**src/rtl/repeat_nfa_branch_param_if.sv**
```systemverilog
// ----------------------------------------------------------------------------
// repeat_nfa_branch_param_if
// Groups the byte stream, pattern configuration and match reporting signals
// of one NFA branch.
//   master : stream/config source (drives en, payload*, cfg_*, cnt_clr)
//   slave  : the branch itself (drives match, active, match_count)
// Widths must match the parameters of the branch instance it connects to.
// ----------------------------------------------------------------------------
interface repeat_nfa_branch_param_if #(
    parameter int COUNT_W = 16,
    parameter int IDX_W   = 3,
    parameter int LEN_W   = 4
);
    logic               en;
    logic [7:0]         payload;
    logic               payload_valid;
    logic               cfg_we;
    logic [IDX_W-1:0]   cfg_idx;
    logic [7:0]         cfg_char;
    logic               cfg_rep;
    logic               cfg_len_we;
    logic [LEN_W-1:0]   cfg_len;
    logic               cnt_clr;
    logic               match;
    logic               active;
    logic [COUNT_W-1:0] match_count;

    modport master (
        output en, payload, payload_valid,
        output cfg_we, cfg_idx, cfg_char, cfg_rep, cfg_len_we, cfg_len,
        output cnt_clr,
        input  match, active, match_count
    );

    modport slave (
        input  en, payload, payload_valid,
        input  cfg_we, cfg_idx, cfg_char, cfg_rep, cfg_len_we, cfg_len,
        input  cnt_clr,
        output match, active, match_count
    );
endinterface

```
**src/rtl/repeat_nfa_branch_param.sv**
```systemverilog
// ----------------------------------------------------------------------------
// repeat_nfa_branch_param
// Parametrised NFA branch: a chain of up to DEPTH single-character stages
// matching a runtime-programmable literal, each stage optionally "char+".
// Completion raises a registered one-cycle match pulse, which also feeds a
// saturating match counter.
//
// Ports
//   clk      : clock, rising edge
//   reset_n  : asynchronous reset, active low
//   bus      : slave side of repeat_nfa_branch_param_if
//              en/payload/payload_valid   byte stream, valid low = stall
//              cfg_we/cfg_idx/cfg_char/cfg_rep   per-stage pattern write
//              cfg_len_we/cfg_len         active length (>DEPTH saturates,
//                                         0 disables the branch)
//              cnt_clr                    synchronous clear of match_count
//              match/active/match_count   results
//
// Stage state bits
//   s[i] | meaning
//   -----+--------------------------------------------------------------
//   0    | no partial match currently ends at stage i
//   1    | chars 0..i matched, ending on the most recent valid beat
// ----------------------------------------------------------------------------
module repeat_nfa_branch_param #(
    parameter int DEPTH   = 8,
    parameter int COUNT_W = 16,
    parameter int IDX_W   = 3,
    parameter int LEN_W   = 4
) (
    input logic                      clk,
    input logic                      reset_n,
    repeat_nfa_branch_param_if.slave bus
);

    localparam logic [LEN_W-1:0] DEPTH_LEN = LEN_W'(DEPTH);

    // pattern register file
    logic [7:0]       pat_char [DEPTH];
    logic [DEPTH-1:0] pat_rep;
    logic [LEN_W-1:0] pat_len;
    logic [LEN_W-1:0] len_wr;

    // matcher
    logic [DEPTH-1:0]   s;
    logic [DEPTH-1:0]   s_nxt;
    logic [DEPTH-1:0]   eq;
    logic [DEPTH-1:0]   prev;
    logic [DEPTH-1:0]   len_mask;
    logic [DEPTH-1:0]   last_mask;
    logic               match_nxt;
    logic               match_q;
    logic [COUNT_W-1:0] count_q;
    logic               cfg_any;

    assign cfg_any = bus.cfg_we | bus.cfg_len_we;
    assign len_wr  = (bus.cfg_len > DEPTH_LEN) ? DEPTH_LEN : bus.cfg_len;

    // ------------------------------------------------------------------
    // Pattern register file with index decode. Indices with no matching
    // stage simply hit no entry.
    // ------------------------------------------------------------------
    always_ff @(posedge clk or negedge reset_n) begin
        if (!reset_n) begin
            for (int i = 0; i < DEPTH; i++) begin
                pat_char[i] <= 8'h00;
            end
            pat_char[0] <= 8'h61;
            pat_char[1] <= 8'h62;
            pat_char[2] <= 8'h63;
            pat_rep     <= '0;
            pat_len     <= LEN_W'(3);
        end else begin
            if (bus.cfg_we) begin
                for (int i = 0; i < DEPTH; i++) begin
                    if (bus.cfg_idx == IDX_W'(i)) begin
                        pat_char[i] <= bus.cfg_char;
                        pat_rep[i]  <= bus.cfg_rep;
                    end
                end
            end
            if (bus.cfg_len_we) begin
                pat_len <= len_wr;
            end
        end
    end

    // ------------------------------------------------------------------
    // Next-state of the stage chain. Stage i is fed by stage i-1 (stage 0
    // by en) or, when marked repeat, by itself. The final stage is picked
    // with a one-hot mask so that len=0 yields no match at all.
    // ------------------------------------------------------------------
    always_comb begin
        eq        = '0;
        len_mask  = '0;
        last_mask = '0;
        for (int i = 0; i < DEPTH; i++) begin
            eq[i]        = (bus.payload == pat_char[i]);
            len_mask[i]  = (LEN_W'(i) < pat_len);
            last_mask[i] = (LEN_W'(i + 1) == pat_len);
        end
        prev      = {s[DEPTH-2:0], bus.en};
        s_nxt     = len_mask & eq & (prev | (pat_rep & s));
        match_nxt = |(s_nxt & last_mask);
    end

    // ------------------------------------------------------------------
    // Stage state and match pulse. A config write flushes everything in
    // flight because partial matches against the old pattern are
    // meaningless against the new one.
    // ------------------------------------------------------------------
    always_ff @(posedge clk or negedge reset_n) begin
        if (!reset_n) begin
            s       <= '0;
            match_q <= 1'b0;
        end else if (cfg_any) begin
            s       <= '0;
            match_q <= 1'b0;
        end else if (bus.payload_valid) begin
            s       <= s_nxt;
            match_q <= match_nxt;
        end else begin
            match_q <= 1'b0;
        end
    end

    // ------------------------------------------------------------------
    // Saturating match counter; clear wins over a coincident match.
    // ------------------------------------------------------------------
    always_ff @(posedge clk or negedge reset_n) begin
        if (!reset_n) begin
            count_q <= '0;
        end else if (bus.cnt_clr) begin
            count_q <= '0;
        end else if (match_q && (count_q != {COUNT_W{1'b1}})) begin
            count_q <= count_q + COUNT_W'(1);
        end
    end

    assign bus.match       = match_q;
    assign bus.active      = |s;
    assign bus.match_count = count_q;

endmodule

```
**src/flat_wrapper.sv**
```systemverilog
// flat-port wrapper written by rule: the top's interface ports become plain ports
module repeat_nfa_branch_param_flat 
#(
    parameter int DEPTH   = 8,
    parameter int COUNT_W = 16,
    parameter int IDX_W   = 3,
    parameter int LEN_W   = 4
)
  (clk, reset_n, bus_en, bus_payload, bus_payload_valid, bus_cfg_we, bus_cfg_idx, bus_cfg_char, bus_cfg_rep, bus_cfg_len_we, bus_cfg_len, bus_cnt_clr, bus_match, bus_active, bus_match_count);
  repeat_nfa_branch_param_if #(.COUNT_W(COUNT_W), .IDX_W(IDX_W), .LEN_W(LEN_W)) bus_i ();
  input logic clk;
  input logic reset_n;
  input wire logic [$bits(bus_i.en)-1:0] bus_en;
  input wire logic [$bits(bus_i.payload)-1:0] bus_payload;
  input wire logic [$bits(bus_i.payload_valid)-1:0] bus_payload_valid;
  input wire logic [$bits(bus_i.cfg_we)-1:0] bus_cfg_we;
  input wire logic [$bits(bus_i.cfg_idx)-1:0] bus_cfg_idx;
  input wire logic [$bits(bus_i.cfg_char)-1:0] bus_cfg_char;
  input wire logic [$bits(bus_i.cfg_rep)-1:0] bus_cfg_rep;
  input wire logic [$bits(bus_i.cfg_len_we)-1:0] bus_cfg_len_we;
  input wire logic [$bits(bus_i.cfg_len)-1:0] bus_cfg_len;
  input wire logic [$bits(bus_i.cnt_clr)-1:0] bus_cnt_clr;
  output wire logic [$bits(bus_i.match)-1:0] bus_match;
  output wire logic [$bits(bus_i.active)-1:0] bus_active;
  output wire logic [$bits(bus_i.match_count)-1:0] bus_match_count;
  assign bus_i.en = bus_en;
  assign bus_i.payload = bus_payload;
  assign bus_i.payload_valid = bus_payload_valid;
  assign bus_i.cfg_we = bus_cfg_we;
  assign bus_i.cfg_idx = bus_cfg_idx;
  assign bus_i.cfg_char = bus_cfg_char;
  assign bus_i.cfg_rep = bus_cfg_rep;
  assign bus_i.cfg_len_we = bus_cfg_len_we;
  assign bus_i.cfg_len = bus_cfg_len;
  assign bus_i.cnt_clr = bus_cnt_clr;
  assign bus_match = bus_i.match;
  assign bus_active = bus_i.active;
  assign bus_match_count = bus_i.match_count;
  repeat_nfa_branch_param #(.DEPTH(DEPTH), .COUNT_W(COUNT_W), .IDX_W(IDX_W), .LEN_W(LEN_W)) u_core (.clk(clk), .reset_n(reset_n), .bus(bus_i));
endmodule
```
**config.mk**
```make
export PLATFORM = sky130hd
export DESIGN_NAME = repeat_nfa_branch_param_flat
export DESIGN_NICKNAME = d
export VERILOG_FILES = /design/src/rtl/repeat_nfa_branch_param_if.sv /design/src/rtl/repeat_nfa_branch_param.sv /design/src/flat_wrapper.sv
export SDC_FILE = /design/constraint.sdc
export NUM_CORES = 1
export LEC_CHECK = 0
export ABC_AREA = 0
export CAP_MARGIN = 40
export CORE_MARGIN = 2
export CORE_UTILIZATION = 28
export DETAILED_ROUTE_END_ITERATION = 8
export GPL_TIMING_DRIVEN = 0
export PLACE_DENSITY = 0.45
export SLEW_MARGIN = 20
export SYNTH_ARGS = -nofsm -noshare
export SYNTH_HDL_FRONTEND = slang
export SYNTH_SLANG_ARGS = --single-unit
export TNS_END_PERCENT = 10
```
**constraint.sdc**
```tcl
create_clock -name clk -period 4.14 [get_ports clk]
set_input_delay 0.621 -clock clk [delete_from_list [all_inputs] [get_ports clk]]
set_output_delay 0.621 -clock clk [all_outputs]
set_load 0.05 [all_outputs]
```
==> results by group <==
Floorplan
  • Floorplan row count: 49
  • Die H: 140 microns
  • Core box area: 0.0180 sq mm
  • Total Die Area: 0.0195 sq mm
  • Die width: 140 microns
  • Io pins: 49
  • Initial Util: 28.6%

Yosys
  • Ys async rst share: 100%
  • Syn Area/Cell: 11.7 sq um
  • Main flop type after synthesis: dfrtp_1
  • Ys Warns: 0
  • Dominant cell type by area after synthesis: dfrtp_1
  • Post-synthesis sequential area ratio: 49.4%
  • Syn nets: 472
  • Most area-consuming cells after synthesis: dfrtp_1, mux2_1, xor2_1
  • Cell area after synthesis: 0.00515 sq mm
  • FF+latch count, synth: 101
  • Syn Inst Count: 440
  • Synth top area share: 43.3%
  • Synth cell types: 50
  • Number of synthesized flops with an enable pin: 0

Place
  • Final HPWL DP: 9740 microns
  • Buffers on Ports: 34
  • Place WS: 1.65 ns
  • RePlAce Congestion: 0.805
  • Placed Area: 0.00582 sq mm
  • Inst Count DP: 706

Cells and area
  • Most frequent cells in the layout: dfrtp_1, mux2_1, xor2_1, xnor2_1, clkdlybuf4s50_1
  • Fin area: 0.00611 sq mm
  • Share of cells above drive strength 1: 12.1%
  • Final Non-Filler Cells: 724
  • Multi-input logic area: 0.00246 sq mm
  • Final net count: 522
  • Area Growth Syn to Fin: 18.8%
  • Most common cell after layout, fill and taps aside: dfrtp_1
  • Final core utilization: 33.9%
  • Register area: 0.00254 sq mm
  • Antenna diode count: 0
  • Fill count: 1853

Route
  • Vias: 3561
  • DRT iter0 DRCs: 112
  • DR pass1 iterations: 6
  • Wirelength per Cell: 18.1 microns
  • Antenna violation net count after detailed routing: 0
  • # DRC: 0
  • Total routed wirelength: 13100 microns
  • Vias per cell: 4.92

STA
  • Hold violation count in the final report: 0
  • Unrepaired setup endpoints after global routing: no
  • Final Setup Violations: 0
  • Worst Skew: 0.0139 ns
  • Slew Limit Headroom: 45.0%
  • Final period util: 61.8%
  • Worst slew pin tran: 0.821 ns
  • Max-slew violations: 0
  • Final worst slack: 1.58 ns
  • Post-layout min period: 2.56 ns
  • F_max: 0.391 GHz

Worst setup path
  • Worst-path fanout max: 4
  • CP startpoint kind: flop
  • Worst Path Required: 3.52 ns
  • CP Capture Type: output pin
  • Arr. time, crit path: 1.94 ns
  • WS Path Type: flop to output pin
  • R2r setup slk: 2.06 ns

CTS
  • Clock latency on the worst-skew pair: 0.35 ns
  • Root Buffer: clkbuf_16
  • Worst-path clk slew: 0.07 ns
  • CTS tree: done
  • Clock buffer depth: 2
  • # hold bufs at CTS: 0
  • Post-cts sizing count: 0
  • Max H-tree Level: 3
  • Total CTS buffers: 9
  • Post-CTS Setup Inserts: 0
  • Sink Count: 101

Global routing
  • Remaining global-route overflow: 0
  • Initial antenna violation count: 0
  • Vias in the first global route: 3710
  • First-pass GRT wire length: 20700 microns
  • Largest net degree at the start of global routing: 66
  • Total GRT Usage: 14.1%

Pwr
  • Power, Total: 2.47 mW
  • Pleak: 2.40 nW
  • PD cells: 405 mW/mm^2
  • Max rail drop VDD: 0.205 mV

Status
  • Status: finished clean

Worst hold path
  • Hold Crit Class: input port to async pin

Run
  • Count of max-cap constraint violations: 0
state kept, by name, indices dropped and copies added (netlist names):
name / cells
u_core.pat_char: 64
u_core.bus.match: 1
u_core.pat_len: 4
u_core.bus.match_count: 16
u_core.pat_rep: 8
u_core.s: 8
metrics by stage:
stage	hold slack (ns)	TNS (ns)
after global placement	0.475	-139.74
after detailed placement	0.489	0
after global routing	0.170	0
after floorplan	0.325	0
final	0.167	0
after CTS	0.168	0
per-layer routing:
metal,share of wire (%),global-route usage (%),wire length [microns],vias up
met5,0,0,0,-
met4,1.2,2.95,156,0
met3,4.3,4.16,562,12
met2,50,24.2,6570,80
met1,44,17.7,5800,1801
li1,-,-,-,1668
final cells by class:
type	instances	share of cell area [%]
well taps	229	4.69
repair buffers	39	6.71
flip-flops and latches	101	41.6
multi-input cells	311	40.3
clock inverters	5	0.594
clock buffers	11	3.81
inverters	6	0.368
plain buffers	22	1.99
synth_stat cells, types with 4 or more instances:
cell / count
xor2_1: 42
or4_4: 4
nor4_1: 14
nor3_1: 7
nor2_1: 25
nand3_1: 9
dfrtp_1: 89
nand2_1: 17
and3_1: 4
clkbuf_1: 7
dfstp_2: 12
buf_2: 10
xnor2_1: 35
mux2_1: 72
nand4_1: 13
o21ai_0: 6
a21oi_1: 17
where the power goes:
group	leakage [nW]	total [mW]	switching, mW	internal [mW]
clock	0.134	0.783	0.372	0.410
sequential	1.24	1.26	0.0977	1.16
combinational	1.03	0.430	0.223	0.208
path summary, 6_finish.rpt:
check	start	end	cells past startpoint
max	u_core.s[2]	bus_active	3
min	reset_n	u_core.bus.match_count[2]	1
max reg2reg	u_core.pat_len[1]	u_core.bus.match	6
min reg2reg	u_core.pat_rep[0]	u_core.pat_rep[0]	1
max in group asynchronous	reset_n	u_core.pat_char[49]	2
min in group clk	u_core.pat_rep[0]	u_core.pat_rep[0]	1
cell families (layout without fill, tap and decap cells):
| logic type | after synthesis | in the layout | synth area share, % |
|---|---|---|---|
| fa+ha+maj | 1 | 1 | 0.243 |
| compound gates | 43 | 43 | 5.45 |
| flops | 101 | 101 | 49.4 |
| buf+inv | 28 | 83 | 2.80 |
| simple gates | 117 | 117 | 13.1 |
| mux | 73 | 73 | 15.9 |
| xor+xnor | 77 | 77 | 13.1 |
critical path, cell delays in order (launching register included):
cell             delay, ns
dfrtp_1               0.43
nor4_1                0.33
nand2_1               0.11
clkdlybuf4s50_1       0.72
Power figures use the tool's default switching activity.
